===== config.mk =====
export PLATFORM = sky130hd
export DESIGN_NAME = sqr_cbrt_sum
export DESIGN_NICKNAME = d
export VERILOG_FILES = /design/src/rtl/sqr_cbrt_sum.sv
export SDC_FILE = /design/constraint.sdc
export NUM_CORES = 1
export LEC_CHECK = 0
export ABC_AREA = 1
export CAP_MARGIN = 20
export CORE_MARGIN = 3
export CORE_UTILIZATION = 50
export DETAILED_ROUTE_END_ITERATION = 10
export PLACE_DENSITY = 0.72
export SYNTH_ARGS = -nofsm -noshare
export SYNTH_HDL_FRONTEND = slang
export SYNTH_SLANG_ARGS = --single-unit

===== constraint.sdc =====
create_clock -name clk_i -period 5.41 [get_ports clk_i]
set_input_delay 1.623 -clock clk_i [delete_from_list [all_inputs] [get_ports clk_i]]
set_output_delay 1.623 -clock clk_i [all_outputs]
set_load 0.05 [all_outputs]

===== src/rtl/sqr_cbrt_sum.sv =====
// rtl/sqr_cbrt_sum.sv - y = a^2 + cbrt(b): shift-add squarer plus external cube-root handshake
module sqr_cbrt_sum #(
    parameter int A_W         = 8,
    parameter int CBRT_SETTLE = 2
) (
    input  logic               clk_i,
    input  logic               rst_ni,
    input  logic               start_i,
    input  logic [A_W-1:0]     a_bi,
    input  logic [A_W-1:0]     b_bi,
    output logic               cbrt_start_o,
    output logic [A_W-1:0]     cbrt_a_bo,
    input  logic               cbrt_busy_i,
    input  logic [2:0]         cbrt_y_i,
    output logic               busy_o,
    output logic               valid_o,
    output logic [2*A_W-1:0]   y_bo
);

    localparam int Y_W = 2 * A_W;
    localparam int CW  = $clog2(A_W) + 1;
    localparam int SW  = $clog2(CBRT_SETTLE + 1);

    typedef enum logic [2:0] {
        IDLE,
        LAUNCH,
        SQR,
        WAIT_CBRT,
        ADD
    } state_t;

    state_t          state;
    logic [A_W-1:0]  a_q;
    logic [A_W-1:0]  mplier;
    logic [Y_W-1:0]  acc;
    logic [Y_W-1:0]  mcand;
    logic [CW-1:0]   cnt;
    logic [SW-1:0]   settle;
    logic [2:0]      root;

    // Control FSM, squarer datapath, root capture and registered outputs
    always_ff @(posedge clk_i or negedge rst_ni) begin
        if (!rst_ni) begin
            state        <= IDLE;
            a_q          <= '0;
            mplier       <= '0;
            acc          <= '0;
            mcand        <= '0;
            cnt          <= '0;
            settle       <= '0;
            root         <= '0;
            cbrt_start_o <= 1'b0;
            cbrt_a_bo    <= '0;
            busy_o       <= 1'b0;
            valid_o      <= 1'b0;
            y_bo         <= '0;
        end else begin
            // Both strobes are single-cycle; only the states below raise them
            cbrt_start_o <= 1'b0;
            valid_o      <= 1'b0;
            case (state)
                IDLE: begin
                    if (start_i) begin
                        a_q          <= a_bi;
                        cbrt_a_bo    <= b_bi;
                        cbrt_start_o <= 1'b1;
                        busy_o       <= 1'b1;
                        state        <= LAUNCH;
                    end
                end
                LAUNCH: begin
                    // The cube-root unit sees its start pulse during this cycle
                    acc    <= '0;
                    mcand  <= {{A_W{1'b0}}, a_q};
                    mplier <= a_q;
                    cnt    <= '0;
                    state  <= SQR;
                end
                SQR: begin
                    if (mplier[0]) begin
                        acc <= acc + mcand;
                    end
                    mcand  <= mcand << 1;
                    mplier <= mplier >> 1;
                    cnt    <= cnt + 1'b1;
                    if (cnt == CW'(A_W - 1)) begin
                        settle <= '0;
                        state  <= WAIT_CBRT;
                    end
                end
                WAIT_CBRT: begin
                    // Root output lags busy by a register, so require consecutive idle cycles
                    if (cbrt_busy_i) begin
                        settle <= '0;
                    end else if (settle == SW'(CBRT_SETTLE - 1)) begin
                        root   <= cbrt_y_i;
                        settle <= settle + 1'b1;
                        state  <= ADD;
                    end else begin
                        settle <= settle + 1'b1;
                    end
                end
                ADD: begin
                    y_bo    <= acc + {{(Y_W-3){1'b0}}, root};
                    valid_o <= 1'b1;
                    busy_o  <= 1'b0;
                    state   <= IDLE;
                end
                default: begin
                    busy_o <= 1'b0;
                    state  <= IDLE;
                end
            endcase
        end
    end

endmodule


---- After elaboration in Yosys (flattened, before gate mapping) ----
Cells that the tools add are included.
storage, ports and cells
  bits in read-only memories .............. 0
  bits in latches ......................... 0
  flip-flop bits (word level) ............. 87
  memories kept ........................... 0
  bits of input ports ..................... 23
  bits in writable memories ............... 0
operators by class
  reductions and logical operators ........ 10
  multiplexer cells ....................... 18
  $mul .................................... 0
  eq/ne operators ......................... 11
  divide/modulo/power cells ............... 0
  add/sub/neg operators ................... 4
  shifts and indexed selects .............. 0
  magnitude comparators ................... 0
  bitwise operators ....................... 2
operator list
  kind                                           count
  one-hot mux 16 bit (2 select lines)            2
  adder 16 bit                                   1
  adder 16 x 3 -> 16 bit                         1
  two-way mux 16 bit                             1
  one-hot mux 8 bit (2 select lines)             1
  two-way mux 3 bit                              4
  one-hot mux 3 bit (4 select lines)             1
  != test 2 bit, second input constant           5
  one-hot mux 4 bit (2 select lines)             1
  AND reduction 2 bit                            4
  == test 3 x 2 -> 1 bit, second input constant  2
  adder 4 x 1 -> 4 bit, second input constant    1
  == test 4 x 3 -> 1 bit, second input constant  1
  two-way mux 1 bit                              4
  two-way mux 2 bit                              2
  one-hot mux 2 bit (2 select lines)             1
  AND reduction 4 bit                            1
  nonzero test 2 bit                             2
  == test 3 x 1 -> 1 bit, second input constant  1
  == test 3 bit, second input constant           1
  zero test 3 bit                                1
  AND reduction 3 bit                            1
  OR reduction 3 bit                             1
  adder 2 x 1 -> 2 bit, second input constant    1
  other kinds (3)                                4

---- Logic depth before layout (Yosys ltp) ----
  depth in word-level cells ............... 4
  gate-level depth with buffers ........... 11
  gate-level depth less buffers ........... 11

---- Least setup slack after synthesis ----
No wires, ideal clock.
  path kind ............................... input-to-reg
  from .................................... input start_i
  to ...................................... register cbrt_a_bo[0]
  required time ........................... 5291 ps
  data arrival time ....................... 2331 ps
  cell stages on the path ................. 6
  setup slack ............................. 2960 ps
  path through ............................ inv_1 nor3_4 inv_4 buf_6 nand2_1 nand2_1
between the ends
  longest elaborated chain between the ends .. 1
ends and longest elaborated chain
  item                           RTL line  RTL
  start: declaration             8         input logic start_i,
  AND reduction 2 bit (no line)  n/a
  end signal: assignment         65        cbrt_a_bo <= b_bi;
  end: declaration               12        output logic [A_W-1:0] cbrt_a_bo,
Every way passes these cells.
A chain may end at the register's enable or synchronous reset.

---- Worst setup path after layout ----
  from .................................... register cbrt_a_bo[6]
  to ...................................... output cbrt_a_bo[6]
No word-level cell between the ends.

==> key figures <==
Layout
  • Final instance count without filler cells: 762
  • NumNets Final: 694
  • Area taken by multi-input logic gates: 0.00216 mm^2
  • Area occupied by registers: 0.00218 mm^2
  • Fraction of layout cells with a size suffix above 1: 6.27%
  • Ant diodes: 0
  • Area growth syn-to-layout: 17.3%
  • Fin area: 0.00554 mm^2
  • # fillers: 811

Power
  • Cell-internal power: 1650 uW
  • Seq pwr share: 36.5%
  • Worst vdd ir: 0.000327 V
  • Sw power: 1310 uW
  • Net Sw Frac: 44.3%
  • Share of total power in the clock network: 18.4%
  • Leakage: 0.00284 uW
  • PwrDens: 534 mW/mm^2
  • Combinational power share: 45.1%

Yosys
  • Avg Inst Size Synth: 7.90 um^2
  • Syn nets: 643
  • Synth area leader: dfrtp_1
  • Area contributors post-synth: dfrtp_1 (46%), nand2_1 (18%), inv_1 (5.6%)
  • Synth Flop Type: dfrtp_1
  • Async S/R FF share, synth: 100%
  • Top post-synthesis cells by count: nand2_1 (225), dfrtp_1 (87), inv_1 (71)
  • Cells after Synth: 598
  • Top cell type's share of synthesized area: 46.1%
  • Seq/Total Area, Yosys: 46.1%
  • EDFF count, synth: 0
  • Synth warn: 0
  • Netlist cell types: 37
  • Synthesized area: 0.00472 mm^2
  • Most numerous cell in the Yosys netlist: nand2_1
  • Number of synthesized register bits: 87

Placement
  • Port Buffers: 49
  • Hpwl dp: 7.20 mm
  • Placed cell count: 745
  • GP Congestion: 0.860
  • DP Area: 0.00527 mm^2

CTS
  • Clock slew seen by the registers of the worst setup and hold paths: 0.09 ns
  • H-tree depth: 3
  • Clock tree from TritonCTS: yes
  • CTS resizes: 0
  • # Post-CTS Setup Buffers: 0
  • Worst skew pair latency: 0.35 ns
  • Clock root buffer: clkbuf_8
  • Num CTS Buffers: 9
  • CTS sink cnt: 87
  • Clock buffer depth: 2
  • CTS Hold Buffers Added: 0

Die
  • Initial core utilization: 52.9%
  • Die W: 103 um
  • Top-level I/O count: 50
  • Die Footprint: 0.0106 mm^2
  • Core box area: 0.00893 mm^2
  • Die height: 103 um
  • Row count: 34

Timing
  • Setup TNS: 0 ns
  • RSZ-0062 raised after global routing: no
  • Worst Tran Pin Value: 0.743 ns
  • Final setup skew: 0.00841 ns
  • Slew margin rel.: 50.3%
  • Setup violators final: 0
  • Period Utilization, post-route: 58.2%
  • Fmax achieved: 318 MHz
  • Minimum clock period: 3.15 ns
  • Final Max Tran Viols: 0
  • Hold Vio Cnt, Final: 0

Route
  • Antenna viol nets, final: 0
  • WL per Instance: 12.5 um
  • DRT Pass-1 Iters: 6
  • DR DRC count: 0
  • Overall routed net length: 9.51 mm
  • DRT iter0 DRCs: 178
  • Vias: 3815
  • Vias per cell: 5.01

Critical path
  • Worst path bufs/invs: 1
  • Crit-path slowest cell: clkdlybuf4s50_1
  • CP peak stage delay: 0.81 ns
  • Crit Path Max Fanout: 2
  • R2r setup slk: 3.30 ns
  • Worst path arrival time: 1.52 ns
  • Worst path cell trace: clkdlybuf4s50_1
  • Critical Path RT: 3.79 ns
  • Crit end category: primary output
  • CP startpoint kind: flop
  • Critical path class: flop to primary output
  • Top delay family on crit path: buffers and inverters

Global routing
  • Initial antenna violation count: 0
  • GR Util All Layers: 19.4%
  • Global-route wire length before repair: 16.5 mm
  • Vias in the first global route: 3653
  • Largest net degree at the start of global routing: 88
  • Total gr overflow: 0

Flow run
  • Max Cap Viol: 0

Outcome
  • Status: finished clean

Min path
  • Worst Hold Class: flop to flop
## metrics by stage
stage / setup slack [ns] / hold WS, ns / power [uW] / util (%)
after floorplan: 2.96 / 0.431 / 2080 / -
after global placement: 2.15 / 0.451 / 2390 / 59.0
after detailed placement: 2.10 / 0.453 / 2430 / 59.0
after CTS: 2.25 / 0.467 / 2980 / 61.7
after global routing: 2.22 / 0.482 / 3190 / 62.0
final: 2.26 / 0.466 / 2960 / 62.0
## area by class of cell
class	instances	share of cell area, %
Sequential cell	87	39.3
Tap cell	108	2.44
Multi-Input combinational cell	421	39.0
Timing Repair Buffer	50	9.31
Clock inverter	7	2.17
Clock buffer	9	2.24
Inverter	80	5.56
## cell usage in the layout, fill, tap and decap left out, types with 14 or more instances in the layout
| cell | Yosys | layout |
|---|---|---|
| nand3_1 | 47 | 47 |
| nor2_1 | 25 | 25 |
| o21ai_0 | 25 | 25 |
| dfrtp_1 | 87 | 87 |
| clkdlybuf4s50_1 | 0 | 48 |
| inv_1 | 71 | 71 |
| ha_1 | 20 | 20 |
| a21oi_1 | 14 | 14 |
| nand2_1 | 225 | 225 |
## state kept, by name, summed over array words and instances (netlist names)
name and count:
a_q 8, state 3, valid_o 1, cnt 4, root 3, busy_o 1
mcand 16, settle 2, cbrt_start_o 1, y_bo 16, cbrt_a_bo 8, acc 16
mplier 8
## layer usage
metal,vias to the layer above,wire length (um),track usage (%)
li1,2012,-,-
met1,1721,4700,26.3
met4,0,113,5.48
met3,11,340,3.02
met2,71,4360,32.3
met5,-,0,0
## cell families after synthesis
family / Yosys count / synth area share (%)
and+or+nand+nor: 326 / 30.0
buffers and inverters: 90 / 8.16
DFF: 87 / 46.1
AOI/OAI and AO/OA: 65 / 8.06
adders and majority gates: 22 / 6.15
xor gates and xnor gates: 8 / 1.48
## power groups by stage
| stage | sequential, uW | clock [uW] | combinational [uW] |
|---|---|---|---|
| 6_report | 1080 | 545 | 1330 |
| 2_1_floorplan | 1300 | 0 | 773 |
| 4_1_cts | 1080 | 553 | 1350 |
| 5_1_grt | 1110 | 580 | 1500 |
| 3_5_place_dp | 1090 | 0 | 1340 |
| 3_3_place_gp | 1080 | 0 | 1310 |
## worst paths after layout
path	start	cells after the start	endpoint
max	cbrt_a_bo[6]$_DFFE_PN0P_	1	cbrt_a_bo[6]
max in group asynchronous	rst_ni	2	mcand[8]$_DFFE_PN0P_
min reg2reg	cnt[3]$_DFFE_PN0P_	1	cnt[3]$_DFFE_PN0P_
max reg2reg	acc[0]$_DFFE_PN0P_	9	y_bo[10]$_DFFE_PN0P_
min	cnt[3]$_DFFE_PN0P_	1	cnt[3]$_DFFE_PN0P_
min in group asynchronous	rst_ni	1	y_bo[15]$_DFFE_PN0P_
(Power assumes the default switching activity.)
